**src/rtl/sd_cmd_engine.sv**
```systemverilog
// SD CMD-line engine: serialises a 48-bit command frame and optionally captures a 48/136-bit response.
// Define SD_CMD_LONG_RESP_EN to enable 136-bit R2 receive; otherwise type 10 is handled as type 01.
module sd_cmd_engine #(
  parameter int NCR_MAX = 64,
  parameter int NCC_MIN = 8
) (
  input  logic         clk_i,
  input  logic         rst_i,
  input  logic         cmd_valid_i,
  output logic         cmd_ready_o,
  input  logic [5:0]   cmd_index_i,
  input  logic [31:0]  cmd_arg_i,
  input  logic [1:0]   resp_type_i,
  output logic         resp_valid_o,
  output logic [5:0]   resp_index_o,
  output logic [119:0] resp_o,
  output logic         err_timeout_o,
  output logic         err_crc_o,
  output logic         err_end_o,
  output logic         cmd_o,
  output logic         cmd_oe_o,
  input  logic         cmd_i
);
  localparam int CNT_MAX = (NCR_MAX > 136) ? NCR_MAX : 136;
  localparam int CNT_W   = $clog2(CNT_MAX + 1);
`ifdef SD_CMD_LONG_RESP_EN
  localparam int RX_W   = 136;
  localparam int RESP_W = 120;
`else
  localparam int RX_W   = 48;
  localparam int RESP_W = 32;
`endif

  typedef enum logic [2:0] {S_IDLE, S_TX, S_WAIT, S_RX, S_DONE, S_GAP} state_e;
  state_e state, state_nxt;

  logic [CNT_W-1:0]  cnt;
  logic [1:0]        type_q;
  logic [1:0]        type_eff;
  logic [39:0]       tx_sr;
  logic [6:0]        tx_crc;
  logic [6:0]        rx_crc;
  logic [RX_W-1:0]   rx_sr;
  logic [RX_W-1:0]   rx_frame;
  logic [RESP_W-1:0] resp_q;
  logic              long_q;
  logic              rx_last;
  logic              rx_crc_en;
  logic              tx_bit;

  function automatic logic [6:0] crc7_step(input logic [6:0] crc, input logic d);
    logic fb;
    fb = d ^ crc[6];
    return {crc[5:0], 1'b0} ^ (fb ? 7'h09 : 7'h00);
  endfunction

`ifdef SD_CMD_LONG_RESP_EN
  assign type_eff = resp_type_i;
  assign long_q   = (type_q == 2'b10);
  assign resp_o   = resp_q;
`else
  assign type_eff = (resp_type_i == 2'b10) ? 2'b01 : resp_type_i;
  assign long_q   = 1'b0;
  assign resp_o   = {88'b0, resp_q};
`endif

  assign rx_frame = {rx_sr[RX_W-2:0], cmd_i};
  assign rx_last  = (state == S_RX) && (cnt == (long_q ? CNT_W'(135) : CNT_W'(47)));
  // R2 CRC skips the 8 leading reserved bits; 48b CRC covers the first 40 bits
  assign rx_crc_en = long_q ? ((cnt >= CNT_W'(8)) && (cnt < CNT_W'(128))) : (cnt < CNT_W'(40));
  assign tx_bit    = (cnt < CNT_W'(40)) ? tx_sr[39] :
                     (cnt < CNT_W'(47)) ? tx_crc[6] : 1'b1;

  always_ff @(posedge clk_i) begin
    if (rst_i) state <= S_IDLE;
    else       state <= state_nxt;
  end

  always_comb begin
    state_nxt    = state;
    cmd_ready_o  = 1'b0;
    cmd_oe_o     = 1'b0;
    cmd_o        = 1'b1;
    resp_valid_o = 1'b0;
    case (state)
      S_IDLE: begin
        cmd_ready_o = 1'b1;
        if (cmd_valid_i) state_nxt = S_TX;
      end
      S_TX: begin
        cmd_oe_o = 1'b1;
        cmd_o    = tx_bit;
        if (cnt == CNT_W'(47)) state_nxt = (type_q == 2'b00) ? S_GAP : S_WAIT;
      end
      S_WAIT: begin
        if (!cmd_i)                          state_nxt = S_RX;
        else if (cnt == CNT_W'(NCR_MAX))     state_nxt = S_DONE;
      end
      S_RX: begin
        if (rx_last) state_nxt = S_DONE;
      end
      S_DONE: begin
        resp_valid_o = 1'b1;
        state_nxt    = S_GAP;
      end
      S_GAP: begin
        resp_valid_o = (cnt == CNT_W'(1)) && (type_q == 2'b00);
        if (cnt >= CNT_W'(NCC_MIN)) state_nxt = S_IDLE;
      end
      default: state_nxt = S_IDLE;
    endcase
  end

  always_ff @(posedge clk_i) begin
    if (rst_i) begin
      cnt           <= '0;
      type_q        <= 2'b00;
      resp_q        <= '0;
      resp_index_o  <= '0;
      err_timeout_o <= 1'b0;
      err_crc_o     <= 1'b0;
      err_end_o     <= 1'b0;
    end else begin
      case (state)
        S_IDLE: begin
          if (cmd_valid_i) begin
            cnt           <= '0;
            type_q        <= type_eff;
            tx_sr         <= {2'b01, cmd_index_i, cmd_arg_i};
            tx_crc        <= '0;
            resp_q        <= '0;
            resp_index_o  <= '0;
            err_timeout_o <= 1'b0;
            err_crc_o     <= 1'b0;
            err_end_o     <= 1'b0;
          end
        end
        S_TX: begin
          if (cnt < CNT_W'(40)) begin
            tx_sr  <= {tx_sr[38:0], 1'b0};
            tx_crc <= crc7_step(tx_crc, tx_sr[39]);
          end else begin
            tx_crc <= {tx_crc[5:0], 1'b0};
          end
          cnt <= (cnt == CNT_W'(47)) ? CNT_W'(1) : cnt + CNT_W'(1);
        end
        S_WAIT: begin
          if (!cmd_i) begin
            rx_sr  <= '0;
            rx_crc <= '0;
            cnt    <= CNT_W'(1);
          end else if (cnt == CNT_W'(NCR_MAX)) begin
            err_timeout_o <= 1'b1;
            cnt           <= CNT_W'(1);
          end else begin
            cnt <= cnt + CNT_W'(1);
          end
        end
        S_RX: begin
          rx_sr <= rx_frame;
          if (rx_crc_en) rx_crc <= crc7_step(rx_crc, cmd_i);
          cnt <= rx_last ? CNT_W'(1) : cnt + CNT_W'(1);
          if (rx_last) begin
`ifdef SD_CMD_LONG_RESP_EN
            if (long_q) begin
              resp_index_o <= 6'h3F;
              resp_q       <= rx_frame[127:8];
              err_end_o    <= ~rx_frame[0];
              err_crc_o    <= (rx_crc != rx_frame[7:1]);
            end else
`endif
            begin
              resp_index_o <= rx_frame[45:40];
              resp_q       <= RESP_W'(rx_frame[39:8]);
              err_end_o    <= rx_frame[46] | ~rx_frame[0];
              err_crc_o    <= (type_q == 2'b01) && (rx_crc != rx_frame[7:1]);
            end
          end
        end
        S_DONE, S_GAP: cnt <= cnt + CNT_W'(1);
        default: cnt <= '0;
      endcase
    end
  end
endmodule

```
**config.mk**
```make
export PLATFORM = sky130hd
export DESIGN_NAME = sd_cmd_engine
export DESIGN_NICKNAME = d
export VERILOG_FILES = /design/src/rtl/sd_cmd_engine.sv
export SDC_FILE = /design/constraint.sdc
export NUM_CORES = 1
export LEC_CHECK = 0
export CORE_MARGIN = 10
export CORE_UTILIZATION = 45
export DETAILED_ROUTE_END_ITERATION = 16
export PLACE_DENSITY = 0.74
export SYNTH_ARGS = -nofsm -noshare
export SYNTH_HDL_FRONTEND = slang
export SYNTH_SLANG_ARGS = --single-unit
```
**constraint.sdc**
```tcl
create_clock -name clk_i -period 7.44 [get_ports clk_i]
set_input_delay 0.744 -clock clk_i [delete_from_list [all_inputs] [get_ports clk_i]]
set_output_delay 0.744 -clock clk_i [all_outputs]
set_load 0.05 [all_outputs]
```
==> run metrics <==
outcome=complete, no violations; internal power=1.59 mW; Yosys reg bits=~150; fmax=around 240 MHz; WP data required=6700 ps; critical-path cell list=nand2b_1 > nor2_4 > clkdlybuf4s50_1; leakage=between 3 and 4 nW; Place WS=3740 ps; simple-gate portion of the synthesized area=0.155; max-slew violations=0; max incr delay on CP=~980 ps; Post-Route Setup TNS=0 ps; Most used DFF post-synth=edfxtp_1; Clock Latency Late Sink=about 430 ps; die width=~150 um; Setup violations, final=0; row count=45; Reg2Reg Launch Point=state[1]; Antenna diodes=0; port bufs=88; Sequential Power Share=0.454; M3 GR Usage=0.0640; worst hold path type=reg2reg; CP Launch Point=state[0]; R2R cell count=4; total CTS buffers=17; Clock Sinks=between 150 and 200; RD Place Congestion=roughly 0.85; vias per cell=4.89; Period minus WS final=4150 ps; total track usage=0.137; Clock Skew=21.8 ps; Root Driver=clkbuf_16; layout cells sized above 1=0.117; Post-synth ARST share=0; multiplexer area fraction after synthesis=0.0588; Power Dens Cells=260 nW/um^2; Layout area overhead=18.4%; fin crit share=0.558; Critical Path Sink=cmd_oe_o; Largest delay share family, worst path=simple AND/OR/NAND/NOR gates; largest family of logic cells by synthesized area=simple AND/OR/NAND/NOR gates; largest net degree at the start of global routing=between 50 and 60; Arr. time, crit path=roughly 3400 ps; Initial DRT Pass Iterations=5; Die ar.=about 21000 sq um; CP startpoint kind=register; Slew HR=0.163; clock-pin slew on the worst setup and hold paths=approximately 60 ps; worst-margin pin slew=approximately 1300 ps; Comb power frac=0.149; Antenna Nets Post-Route=0; number of synthesized flops with an enable pin=100; Netlist cell types=54; Die Y=146 um; DP HPWL=about 10000 um; grt peak-use layer=met2; unrepaired setup endpoints after global routing=no; P_sw=between 0.5 and 0.6 mW; reg-to-reg slack, setup=4380 ps; DRC=0; final hold vios=0; core area=about 15000 sq um; CTS Buffer Depth=2; complex-gate fraction of the synthesized area=0.0706; first-pass GRT wire length=between 20000 and 25000 um; Bufs and invs on worst path=1; worst flop-to-flop path endpoint=rx_crc[6]; fin nets=753; fin worst setup slack=3290 ps; CTS tree=built; CP max FO=between 40 and 50; met2 usage=0.201; Cells after Synth=636; Post-CTS Setup Bufs=0; Slowest-stage cell, CP=clkdlybuf4s50_1; via count of the first global-routing pass=4512; initial drt markers=350; Resized Gates After CTS=0; clock network power share=0.397; CP Capture Type=output pin; final wirelength=approximately 14000 um; Wirelength per Cell=15.5 um; post-synthesis cell area=just over 7000 sq um; peak supply drop=between 0.15 and 0.2 mV; remaining global-route overflow=0; Tot Pwr=about 2.2 mW; critical path depth in cells=3; post-synthesis sequential area ratio=0.576; H-tree depth=4; Net Sw Frac=0.271; CP Class=reg2out; max cap viols=0; initial antenna violation count=1; Adder-Cell Fraction of Synth Area=0.00530; Synth warnings=0; CTS Hold Bufs=0; IO Count=between 150 and 200; GRT met1 Usage=0.171; hold depth=2; Vias=4548; Mean Syn Cell Area=roughly 11 sq um; initial core utilization=0.463; XOR/XNOR Fraction of Synth Area=0.0148
[sequential cells by signal (all words and copies together) (netlist names)]
name / flops
cnt: 8
state: 3
resp_index_o: 6
err_crc_o: 1
rx_sr: 46
err_timeout_o: 1
resp_q: 32
type_q: 2
err_end_o: 1
tx_crc: 7
tx_sr: 40
rx_crc: 7
[kinds of logic (layout without fill, tap and decap cells)]
family / count (synthesis) / in the layout
AOI/OAI and AO/OA: 79 / 79
and+or+nand+nor: 218 / 218
muxes: 37 / 37
xor gates and xnor gates: 12 / 12
buffers and inverters: 132 / 128
other: 1 / 88
adders and majority gates: 3 / 3
DFF: 154 / 154
[power by group through the flow]
stage / combinational (mW) / sequential (mW) / clock [mW]
after floorplan: 0.298 / 0.999 / 0
after global placement: 0.315 / 1.00 / 0
after detailed placement: 0.323 / 1.01 / 0
after CTS: 0.325 / 0.989 / 0.881
after global routing: 0.351 / 0.993 / 0.927
final: 0.325 / 0.989 / 0.863
[cell type report]
cell class / instances / area [sq um]
timing repair buffer: 93 / 913
fill: 1341 / 6920
clock inverter: 8 / 81.3
sequential: 154 / 4090
multi-input combinational: 437 / 2510
clock buffer: 24 / 524
inverter: 3 / 11.3
tap: 211 / 264
[layer usage]
metal / wire length (um) / part of all wire
met1: 6240 / 0.43
met3: 1210 / 0.084
met2: 6800 / 0.47
met4: 142 / 0.0099
met5: 13 / 0.00090
[per-stage QoR]
stage / instances / hold WS (ps) / instance area [sq um] / util
after floorplan: 723 / 473 / 7410 / -
after global placement: 898 / 438 / 7780 / 0.508
after detailed placement: 898 / 443 / 7780 / 0.508
after CTS: 930 / 451 / 8390 / 0.548
after global routing: 930 / 464 / 8390 / 0.548
final: 930 / 449 / 8390 / 0.548
[tightest hold or removal path, stage by stage (launching register included)]
cell	delay, ps
dfxtp_1	310
nand2_1	50
a21oi_1	50
[worst min-delay path by stage]
stage | from | endpoint | slack (ps)
6_report | resp_q[21] | resp_q[21] | 450
5_1_grt | resp_q[9] | resp_q[9] | 460
2_1_floorplan | type_q[1] | type_q[1] | 470
4_1_cts | resp_q[21] | resp_q[21] | 450
3_5_place_dp | resp_q[21] | resp_q[21] | 440
3_3_place_gp | resp_q[5] | resp_q[5] | 440
[synthesized netlist by cell type (all sizes together), types with 4 or more instances]
library cell	n	share of area
buf	99	0.10
nor2	17	0.0094
mux2	37	0.059
dfxtp	54	0.15
nand2b	5	0.0044
a31oi	4	0.0035
and3	54	0.048
nor3	8	0.0064
o21ai	4	0.0034
xor2	8	0.0099
and2	9	0.0079
clkbuf	30	0.016
xnor2	4	0.0049
nand3	12	0.0085
a21oi	50	0.036
edfxtp	100	0.42
a211oi	5	0.0060
nand2	91	0.048
nor2b	4	0.0035
nor4	4	0.0035
[cell usage in the layout, fill, tap and decap left out, types with 9 or more instances in the layout]
master	count
and2_1	9
and3_1	54
nand3_1	12
dfxtp_1	53
clkbuf_16	19
conb_1	88
a21oi_1	48
nand2_1	91
nor2_1	16
clkdlybuf4s50_1	87
mux2_2	35
edfxtp_1	100
Power figures use the tool's default switching activity.
